<file path="src/rtl/vga_pkg.sv">
// Shared VGA timing constants, phase/state encodings and quadrant helper
// for the sync generator and its axis counters.
package vga_pkg;

  localparam int VGA_H_ACTIVE = 640;
  localparam int VGA_H_FRONT  = 16;
  localparam int VGA_H_SYNC   = 96;
  localparam int VGA_H_BACK   = 48;
  localparam int VGA_V_ACTIVE = 480;
  localparam int VGA_V_FRONT  = 10;
  localparam int VGA_V_SYNC   = 2;
  localparam int VGA_V_BACK   = 33;

  localparam int VGA_H_TOTAL = VGA_H_ACTIVE + VGA_H_FRONT + VGA_H_SYNC + VGA_H_BACK;
  localparam int VGA_V_TOTAL = VGA_V_ACTIVE + VGA_V_FRONT + VGA_V_SYNC + VGA_V_BACK;

  localparam int VGA_H_SYNC_START = VGA_H_ACTIVE + VGA_H_FRONT;
  localparam int VGA_H_BACK_START = VGA_H_SYNC_START + VGA_H_SYNC;
  localparam int VGA_V_SYNC_START = VGA_V_ACTIVE + VGA_V_FRONT;
  localparam int VGA_V_BACK_START = VGA_V_SYNC_START + VGA_V_SYNC;

  localparam int   VGA_CLK_DIV     = 2;
  localparam logic VGA_SYNC_ACTIVE = 1'b0;

  typedef enum logic [1:0] {ACTIVE, FRONT, SYNC, BACK} axis_phase_t;
  typedef enum logic {IDLE, RUN} top_state_t;

  localparam logic [2:0] QUAD_NONE = 3'b000;
  localparam logic [2:0] QUAD_TL   = 3'b001;
  localparam logic [2:0] QUAD_TR   = 3'b010;
  localparam logic [2:0] QUAD_BL   = 3'b011;
  localparam logic [2:0] QUAD_BR   = 3'b100;

  // Centre row/column belong to the upper/left quadrants.
  function automatic logic [2:0] quadrant_code(input logic [9:0] px, input logic [9:0] py,
                                               input logic [9:0] cx, input logic [9:0] cy,
                                               input logic vis);
    logic [2:0] q;
    q = QUAD_NONE;
    if (vis) begin
      if (py <= cy) q = (px <= cx) ? QUAD_TL : QUAD_TR;
      else          q = (px <= cx) ? QUAD_BL : QUAD_BR;
    end
    return q;
  endfunction

endpackage

</file>
<file path="src/rtl/vga_sync_gen_if.sv">
// Video timing bundle from the sync generator to the pixel painter.
interface vga_sync_gen_if;
  logic [9:0] x;
  logic [9:0] y;
  logic       hsync;
  logic       vsync;
  logic       video_on;
  logic [2:0] seccion_actual;
  logic       line_start;
  logic       frame_start;
  logic [7:0] frame_count;

  modport master (output x, y, hsync, vsync, video_on, seccion_actual,
                  line_start, frame_start, frame_count);
  modport slave  (input  x, y, hsync, vsync, video_on, seccion_actual,
                  line_start, frame_start, frame_count);
endinterface

</file>
<file path="src/rtl/vga_axis_counter.sv">
// One timing axis: position counter with wrap flag and ACTIVE/FRONT/SYNC/BACK phase.
// Exposes next-state values so the parent can register derived outputs in step.
module vga_axis_counter
  import vga_pkg::*;
#(
  parameter int ACTIVE_LEN = VGA_H_ACTIVE,
  parameter int FRONT_LEN  = VGA_H_FRONT,
  parameter int SYNC_LEN   = VGA_H_SYNC,
  parameter int BACK_LEN   = VGA_H_BACK
) (
  input  logic        clk,
  input  logic        reset,
  input  logic        en,
  output logic [9:0]  count,
  output logic [9:0]  count_nxt,
  output axis_phase_t phase_nxt,
  output logic        wrap
);
  localparam logic [9:0] LAST     = 10'(ACTIVE_LEN + FRONT_LEN + SYNC_LEN + BACK_LEN - 1);
  localparam logic [9:0] FRONT_AT = 10'(ACTIVE_LEN);
  localparam logic [9:0] SYNC_AT  = 10'(ACTIVE_LEN + FRONT_LEN);
  localparam logic [9:0] BACK_AT  = 10'(ACTIVE_LEN + FRONT_LEN + SYNC_LEN);

  axis_phase_t phase;

  assign wrap = (count == LAST);

  always_ff @(posedge clk or posedge reset) begin
    if (reset) begin
      count <= 10'd0;
      phase <= ACTIVE;
    end else begin
      count <= count_nxt;
      phase <= phase_nxt;
    end
  end

  always_comb begin
    count_nxt = count;
    phase_nxt = phase;
    if (en) begin
      count_nxt = wrap ? 10'd0 : count + 10'd1;
      case (phase)
        ACTIVE:  if (count_nxt == FRONT_AT) phase_nxt = FRONT;
        FRONT:   if (count_nxt == SYNC_AT)  phase_nxt = SYNC;
        SYNC:    if (count_nxt == BACK_AT)  phase_nxt = BACK;
        BACK:    if (wrap)                  phase_nxt = ACTIVE;
        default: phase_nxt = ACTIVE;
      endcase
    end
  end

endmodule

</file>
<file path="src/rtl/vga_sync_gen.sv">
// VGA timing generator: pixel-rate divider, IDLE/RUN start-up, H/V axis counters,
// registered sync/visibility/quadrant outputs, line/frame pulses and frame counter.
module vga_sync_gen
  import vga_pkg::*;
#(
  parameter int   H_ACTIVE    = VGA_H_ACTIVE,
  parameter int   H_FRONT     = VGA_H_FRONT,
  parameter int   H_SYNC      = VGA_H_SYNC,
  parameter int   H_BACK      = VGA_H_BACK,
  parameter int   V_ACTIVE    = VGA_V_ACTIVE,
  parameter int   V_FRONT     = VGA_V_FRONT,
  parameter int   V_SYNC      = VGA_V_SYNC,
  parameter int   V_BACK      = VGA_V_BACK,
  parameter int   CLK_DIV     = VGA_CLK_DIV,
  parameter logic SYNC_ACTIVE = VGA_SYNC_ACTIVE
) (
  input logic            clk,
  input logic            reset,
  vga_sync_gen_if.master vga
);
  localparam logic [3:0] DIV_LAST = 4'(CLK_DIV - 1);
  localparam logic [9:0] H_MID    = 10'(H_ACTIVE / 2);
  localparam logic [9:0] V_MID    = 10'(V_ACTIVE / 2);

  logic [3:0]  div;
  logic        pix_tick, enter_run, run_tick, frame_wrap;
  top_state_t  state, state_nxt;
  logic [9:0]  h_count, h_count_nxt, v_count, v_count_nxt;
  axis_phase_t h_phase_nxt, v_phase_nxt;
  logic        h_wrap, v_wrap, vis_nxt;

  assign pix_tick = (div == DIV_LAST);

  always_ff @(posedge clk or posedge reset) begin
    if (reset) div <= 4'd0;
    else       div <= pix_tick ? 4'd0 : div + 4'd1;
  end

  always_ff @(posedge clk or posedge reset) begin
    if (reset) state <= IDLE;
    else       state <= state_nxt;
  end

  always_comb begin
    state_nxt = state;
    if (state == IDLE && pix_tick) state_nxt = RUN;
  end

  // The IDLE->RUN tick presents (0,0) without advancing the counters.
  assign enter_run  = pix_tick && (state == IDLE);
  assign run_tick   = pix_tick && (state == RUN);
  assign frame_wrap = run_tick && h_wrap && v_wrap;

  vga_axis_counter #(
    .ACTIVE_LEN(H_ACTIVE), .FRONT_LEN(H_FRONT), .SYNC_LEN(H_SYNC), .BACK_LEN(H_BACK)
  ) u_h (
    .clk(clk), .reset(reset), .en(run_tick),
    .count(h_count), .count_nxt(h_count_nxt), .phase_nxt(h_phase_nxt), .wrap(h_wrap)
  );

  vga_axis_counter #(
    .ACTIVE_LEN(V_ACTIVE), .FRONT_LEN(V_FRONT), .SYNC_LEN(V_SYNC), .BACK_LEN(V_BACK)
  ) u_v (
    .clk(clk), .reset(reset), .en(run_tick && h_wrap),
    .count(v_count), .count_nxt(v_count_nxt), .phase_nxt(v_phase_nxt), .wrap(v_wrap)
  );

  assign vis_nxt = (h_phase_nxt == ACTIVE) && (v_phase_nxt == ACTIVE);
  assign vga.x   = h_count;
  assign vga.y   = v_count;

  // Derived outputs are built from the position being loaded so they align with x/y.
  always_ff @(posedge clk or posedge reset) begin
    if (reset) begin
      vga.hsync          <= ~SYNC_ACTIVE;
      vga.vsync          <= ~SYNC_ACTIVE;
      vga.video_on       <= 1'b0;
      vga.seccion_actual <= QUAD_NONE;
      vga.line_start     <= 1'b0;
      vga.frame_start    <= 1'b0;
      vga.frame_count    <= 8'd0;
    end else begin
      vga.line_start  <= enter_run || (run_tick && h_wrap);
      vga.frame_start <= enter_run || frame_wrap;
      if (pix_tick) begin
        vga.hsync          <= (h_phase_nxt == SYNC) ? SYNC_ACTIVE : ~SYNC_ACTIVE;
        vga.vsync          <= (v_phase_nxt == SYNC) ? SYNC_ACTIVE : ~SYNC_ACTIVE;
        vga.video_on       <= vis_nxt;
        vga.seccion_actual <= quadrant_code(h_count_nxt, v_count_nxt, H_MID, V_MID, vis_nxt);
      end
      if (frame_wrap) vga.frame_count <= vga.frame_count + 8'd1;
    end
  end

endmodule

</file>
<file path="src/flat_wrapper.sv">
// flat-port wrapper written by rule: the top's interface ports become plain ports
module vga_sync_gen_flat import vga_pkg::*;
#(
  parameter int   H_ACTIVE    = VGA_H_ACTIVE,
  parameter int   H_FRONT     = VGA_H_FRONT,
  parameter int   H_SYNC      = VGA_H_SYNC,
  parameter int   H_BACK      = VGA_H_BACK,
  parameter int   V_ACTIVE    = VGA_V_ACTIVE,
  parameter int   V_FRONT     = VGA_V_FRONT,
  parameter int   V_SYNC      = VGA_V_SYNC,
  parameter int   V_BACK      = VGA_V_BACK,
  parameter int   CLK_DIV     = VGA_CLK_DIV,
  parameter logic SYNC_ACTIVE = VGA_SYNC_ACTIVE
)
  (clk, reset, vga_x, vga_y, vga_hsync, vga_vsync, vga_video_on, vga_seccion_actual, vga_line_start, vga_frame_start, vga_frame_count);
  vga_sync_gen_if vga_i ();
  input logic clk;
  input logic reset;
  output wire logic [$bits(vga_i.x)-1:0] vga_x;
  output wire logic [$bits(vga_i.y)-1:0] vga_y;
  output wire logic [$bits(vga_i.hsync)-1:0] vga_hsync;
  output wire logic [$bits(vga_i.vsync)-1:0] vga_vsync;
  output wire logic [$bits(vga_i.video_on)-1:0] vga_video_on;
  output wire logic [$bits(vga_i.seccion_actual)-1:0] vga_seccion_actual;
  output wire logic [$bits(vga_i.line_start)-1:0] vga_line_start;
  output wire logic [$bits(vga_i.frame_start)-1:0] vga_frame_start;
  output wire logic [$bits(vga_i.frame_count)-1:0] vga_frame_count;
  assign vga_x = vga_i.x;
  assign vga_y = vga_i.y;
  assign vga_hsync = vga_i.hsync;
  assign vga_vsync = vga_i.vsync;
  assign vga_video_on = vga_i.video_on;
  assign vga_seccion_actual = vga_i.seccion_actual;
  assign vga_line_start = vga_i.line_start;
  assign vga_frame_start = vga_i.frame_start;
  assign vga_frame_count = vga_i.frame_count;
  vga_sync_gen #(.H_ACTIVE(H_ACTIVE), .H_FRONT(H_FRONT), .H_SYNC(H_SYNC), .H_BACK(H_BACK), .V_ACTIVE(V_ACTIVE), .V_FRONT(V_FRONT), .V_SYNC(V_SYNC), .V_BACK(V_BACK), .CLK_DIV(CLK_DIV), .SYNC_ACTIVE(SYNC_ACTIVE)) u_core (.clk(clk), .reset(reset), .vga(vga_i));
endmodule
</file>
<file path="config.mk">
export PLATFORM = sky130hd
export DESIGN_NAME = vga_sync_gen_flat
export DESIGN_NICKNAME = d
export VERILOG_FILES = /design/src/rtl/vga_pkg.sv /design/src/rtl/vga_sync_gen_if.sv /design/src/rtl/vga_axis_counter.sv /design/src/rtl/vga_sync_gen.sv /design/src/flat_wrapper.sv
export SDC_FILE = /design/constraint.sdc
export NUM_CORES = 1
export LEC_CHECK = 0
export ABC_AREA = 1
export BUFFER_PORTS_ARGS = -buffer_cell sky130_fd_sc_hd__buf_2
export CAP_MARGIN = 5
export CORE_MARGIN = 8
export CORE_UTILIZATION = 45
export DETAILED_ROUTE_END_ITERATION = 7
export GPL_TIMING_DRIVEN = 0
export PLACE_DENSITY = 0.64
export SYNTH_ARGS = -nofsm -noshare
export SYNTH_HDL_FRONTEND = slang
export SYNTH_SLANG_ARGS = --single-unit
export TNS_END_PERCENT = 100
</file>
<file path="constraint.sdc">
create_clock -name clk -period 2.7 [get_ports clk]
set_clock_uncertainty 0.1 [all_clocks]
set_input_delay 0.405 -clock clk [delete_from_list [all_inputs] [get_ports clk]]
set_output_delay 0.405 -clock clk [all_outputs]
set_load 0.01 [all_outputs]
</file>
# Word-level counts from Yosys, hierarchy flattened
# Index checks and enable logic that the tools add are counted.
# op_classes
bitwise_logic	1
n_eq_ne	17
add_sub_neg	4
reduce_logical	11
n_mux	23
order_cmp	2
# op_table
cell	n
$eq A10 B10 Y1 const B	5
$mux W10	4
$eq A10 B9 Y1 const B	3
$mux W2	11
$add A10 B1 Y10 const B	2
$pmux W2 S4	2
$eq A2 B2 Y1 const B	6
$le A10 B8 Y1 const B	1
$le A10 B9 Y1 const B	1
$mux W3	3
$add A8 B1 Y8 const B	1
$logic_not A2 Y1	4
$logic_and A1 B1 Y1	5
$add A4 B1 Y4 const B	1
$eq A2 B1 Y1 const B	2
$eq A4 B1 Y1 const B	1
$mux W4	1
$logic_or A1 B1 Y1	2
$mux W1	2
$not A1 Y1	1
# word_totals
regBits	45
in_bits	2
word_cells	71
out_inout_bits	36

# Logic depth before layout (Yosys ltp)
# logic_depth
ltp_word	9
depth_mapped	15
depth_no_buf	15

# By module
# From an unflattened synthesis, not the netlist that was laid out.
# hier_totals
cells_unflattened	411
area_unflattened_um2	2854.0
# by_module_without_submodules
module	area_each_um2	cells_each	n_inst	seq_area_each_um2
vga_sync_gen	1119.8	143	1	528.0
vga_axis_counter (u_core.u_h)	872.1	132	1	300.3
vga_axis_counter (u_core.u_v)	862.1	136	1	300.3

# Worst setup path after synthesis
# No wires, ideal clock.
# synth_timing
kind	register to register
start	register u_core.u_h.count[0]
end	register u_core.vga.seccion_actual[1]
n_path_buf	1
required_time_ns	2.482
t_arrival_ns	2.192
path_slack_ns	0.290
path_stages_with_launch	15
setup_time_ns	0.118
period_less_slack_ns	2.410
path_cell_list	dfrtp_1 -> ha_1 -> nand2_2 -> nor2_4 -> nand3b_4 -> nor2_8 -> buf_4 -> nand2_1 -> o21ai_0 -> inv_1 -> nor4_1 -> o21ai_1 -> ha_1 -> nand4_1 -> nand2_1
# synth_via
word_cells_on_any_way	25
cone_classes	add/sub (1); order compare (2); eq/ne (4); mux (14); reduce/logical (4)
# synth_lines
element	line_no	rtl
start, declared	vga_axis_counter.sv:14	output logic [9:0] count,
start signal, assigned	vga_axis_counter.sv:33	count <= count_nxt;
$eq A10 B10 Y1	vga_axis_counter.sv:26	assign wrap = (count == LAST);
$logic_and A1 B1 Y1	vga_sync_gen.sv:64	.clk(clk), .reset(reset), .en(run_tick && h_wrap),
$mux W10	vga_axis_counter.sv:41	if (en) begin
net u_core.u_v.count_nxt[0]	vga_axis_counter.sv:15	output logic [9:0] count_nxt,
$le A10 B8 Y1	vga_pkg.sv:41	if (py <= cy) q = (px <= cx) ? QUAD_TL : QUAD_TR;
$mux W3	vga_pkg.sv:41	
$mux W3	vga_pkg.sv:40	if (vis) begin
end signal, assigned	vga_sync_gen.sv:89	vga.seccion_actual <= quadrant_code(h_count_nxt, v_count_nxt, H_MID, V_MID, vis_nxt);
end, declared	vga_sync_gen_if.sv:13	modport master (output x, y, hsync, vsync, video_on, seccion_actual,
# The timed path passes the listed nets, and every way through them passes these cells.
# A chain may end at the register's enable or synchronous reset.

# Worst setup path after layout
# Ends and elaborated chain as after synthesis.

==> results.py <==
metrics = {
    "floorplanning": {
        "core_um2": 5890,
        "die_height_um": 93.8,
        "die-area_um2": 8800,
        "row_count": 28,
        "die_w_um": 93.8,
        "start_util_pct": 46.3,
        "pin_count": 38,
    },
    "yosys": {
        "yosys_warnings": 0,
        "synth.cell_area_um2": 2730,
        "synth_edf_count": 0,
        "seq_area_frac_synth_pct": 41.4,
        "ys_types": 35,
        "synthTopCellsByArea": "dfrtp_1, nand2_1, inv_1, nor2_1, nand3_1",
        "synthCells": 372,
        "syn_nets": 380,
        "ys.flop_type": "dfrtp_1",
        "synth_top_cell_by_area": "dfrtp_1",
        "postSynth.asyncResetShare_pct": 100,
        "ys_seq_elements": 45,
        "syn_area_per_cell_um2": 7.33,
        "synth_top_area_share_pct": 39.5,
    },
    "clock_network": {
        "tritoncts": "built",
        "clkSlewWorstSetupHoldPaths_ns": 0.08,
        "cts_root_buffer": "clkbuf_8",
        "cts_max_path_buffers": 2,
        "cts_buffers": 5,
        "clock_sinks": 45,
        "clock_latency_ns": 0.29,
        "htree_levels": 2,
    },
    "timing": {
        "setup_slack_ns": 0.248,
        "holdWs_ns": 0.353,
        "setup_viol": 0,
        "max_freq_ghz": 0.408,
        "drv_slew": 0,
        "hold_violations": 0,
        "rsz0062_at_grt": "false",
        "fin_crit_ns": 2.45,
        "worst_pin_slew_ns": 0.309,
        "min_period_over_period_pct": 90.8,
        "slew_headroom_pct": 79.2,
    },
    "critical_path": {
        "critical_path.endpoint_type": "register",
        "critPathMaxFanout": 10,
        "start_kind": "register",
        "arrival_ns": 2.54,
        "criticalPathCategory": "register to register",
        "required_ns": 2.79,
    },
    "cells_and_area": {
        "diodes": 0,
        "syn_to_final_growth_pct": 17.6,
        "seqCellArea_um2": 1130,
        "multi_input_area_um2": 1330,
        "drive_gt1_share_pct": 18.8,
        "finalNonFillerCells": 501,
        "mostFrequentLayoutCells": "nand2_1, inv_1, dfrtp_1",
        "nNetsFinal": 433,
        "final_common_cell": "nand2_1",
        "fill_cells": 585,
    },
    "placement": {
        "portBuffers": 37,
        "dp_worst_setup_slack_ns": -0.0203,
        "gp_congestion": 0.860,
        "dp_cells": 485,
        "dp_hpwl_um": 4450,
    },
    "global_routing": {
        "grt_pass1_vias": 2133,
        "antenna_found_initial": 0,
        "global_route.overflow_total": 0,
        "grt_use_total_pct": 13.9,
        "grt_pass1_wl_um": 9970,
        "grt_start_max_net_pins": 40,
    },
    "routing": {
        "drt_iter0_drc": 109,
        "vias": 2410,
        "firstDrtPassIters": 6,
        "wl_per_cell_um": 12.1,
        "ant_nets": 0,
        "drc": 0,
        "via_per_inst": 4.81,
        "wl_um": 6050,
    },
    "pwr": {
        "irDropWorstVdd_v": 0.000292,
        "p_leak_nw": 1.84,
        "powerDensity_nw_per_um2": 375,
    },
    "flow_run": {
        "cap_viol_max_count": 0,
    },
    "worst_hold_path": {
        "min_path_type": "register to register",
    },
    "run_status": {
        "status": "finished, final reports clean",
    },
}
## final cells by class
type | count | area share (%)
flip-flops and latches | 45 | 35.3
clock buffers | 6 | 2.26
well taps | 75 | 2.93
clock inverters | 2 | 1.09
repair buffers | 45 | 8.12
inverters | 69 | 8.24
plain buffers | 3 | 0.742
multi-input cells | 256 | 41.4
## sequential cells by signal, summed over array words and instances, names as in the netlist
register / flops
u_core.u_h.count: 10
u_core.u_v.count: 10
u_core.vga.frame_count: 8
u_core.div: 4
u_core.vga.seccion_actual: 3
u_core.u_h.phase: 2
u_core.u_v.phase: 2
u_core.state: 1
u_core.vga.frame_start: 1
u_core.vga.hsync: 1
u_core.vga.line_start: 1
u_core.vga.video_on: 1
u_core.vga.vsync: 1
## critical path: stages (launching register included)
cell	delay, ns
dfrtp_1	0.37
ha_1	0.18
nand2_2	0.09
nor2_4	0.18
nand3b_4	0.14
nor2_8	0.13
inv_4	0.06
buf_6	0.13
o21ai_0	0.23
nand4_1	0.15
o21ai_1	0.18
ha_1	0.24
nand4_1	0.09
nand2_1	0.06
## metrics by stage
step | cell area, um2 | util (%) | setup TNS, ns | total power (W)
global placement | 3000 | 51.0 | -0.0390 | 0.000702
detailed placement | 3020 | 51.4 | -0.0203 | 0.000706
global route | 3200 | 54.4 | 0 | 0.00125
floorplan | 2730 | - | 0 | 0.000697
CTS | 3160 | 53.6 | 0 | 0.00122
finish | 3200 | 54.4 | 0 | 0.00120
## report_power, final
part	leakage, nW	switching [W]	internal (W)
clock	0.0552	0.000235	0.000275
combinational	1.21	0.0000143	0.00000458
sequential	0.581	0	0.000673
## repair_timing
action	4_1_cts	5_1_grt
resized for setup	1	4
setup endpoints to repair	1	2
hold buffers	1	0
cloned	0	1
buffers inserted	1	5
pin swaps	0	3
hold endpoints to repair	6	0
## cell usage after synthesis (4+ instances only)
library cell	n
nand2_1	104
o21ai_0	23
ha_1	6
xor2_1	6
dfrtp_1	43
nand4_1	10
nand3_1	26
inv_1	65
a21oi_1	4
nor2_1	42
## worst paths after layout
check	end	start	slack (ns)	cells past startpoint
min in group asynchronous	u_core.u_h.count[5]$_DFF_PP0_	reset	0.44	3
worst min register to register	u_core.div[0]$_DFF_PP0_	u_core.div[0]$_DFF_PP0_	0.35	1
max in group asynchronous	u_core.vga.hsync$_DFFE_PP1N_	reset	1.53	4
worst min-delay path	u_core.div[0]$_DFF_PP0_	u_core.div[0]$_DFF_PP0_	0.35	1
worst max-delay path	u_core.vga.seccion_actual[1]$_DFFE_PP0N_	u_core.u_h.count[0]$_DFF_PP0_	0.25	13
worst max register to register	u_core.vga.seccion_actual[1]$_DFFE_PP0N_	u_core.u_h.count[0]$_DFF_PP0_	0.25	13
## logic make-up after synthesis
kind of cell | after synthesis | synth area share (%)
XOR/XNOR | 9 | 2.89
adder cells (fa/ha/maj) | 6 | 2.75
buffers and inverters | 72 | 10.6
AND/OR/NAND/NOR | 204 | 35.2
flip-flops | 45 | 41.4
AO/OA/AOI/OAI | 36 | 7.21
## layer usage
metal | global-route usage, % | vias up | share of wire, %
met5 | 0 | - | 0
met4 | 3.57 | 0 | 0.86
met3 | 3.84 | 5 | 5.2
met2 | 22.2 | 41 | 46
met1 | 17.9 | 1099 | 48
li1 | - | 1265 | -
Note: power is estimated with default switching activity, not from simulation.
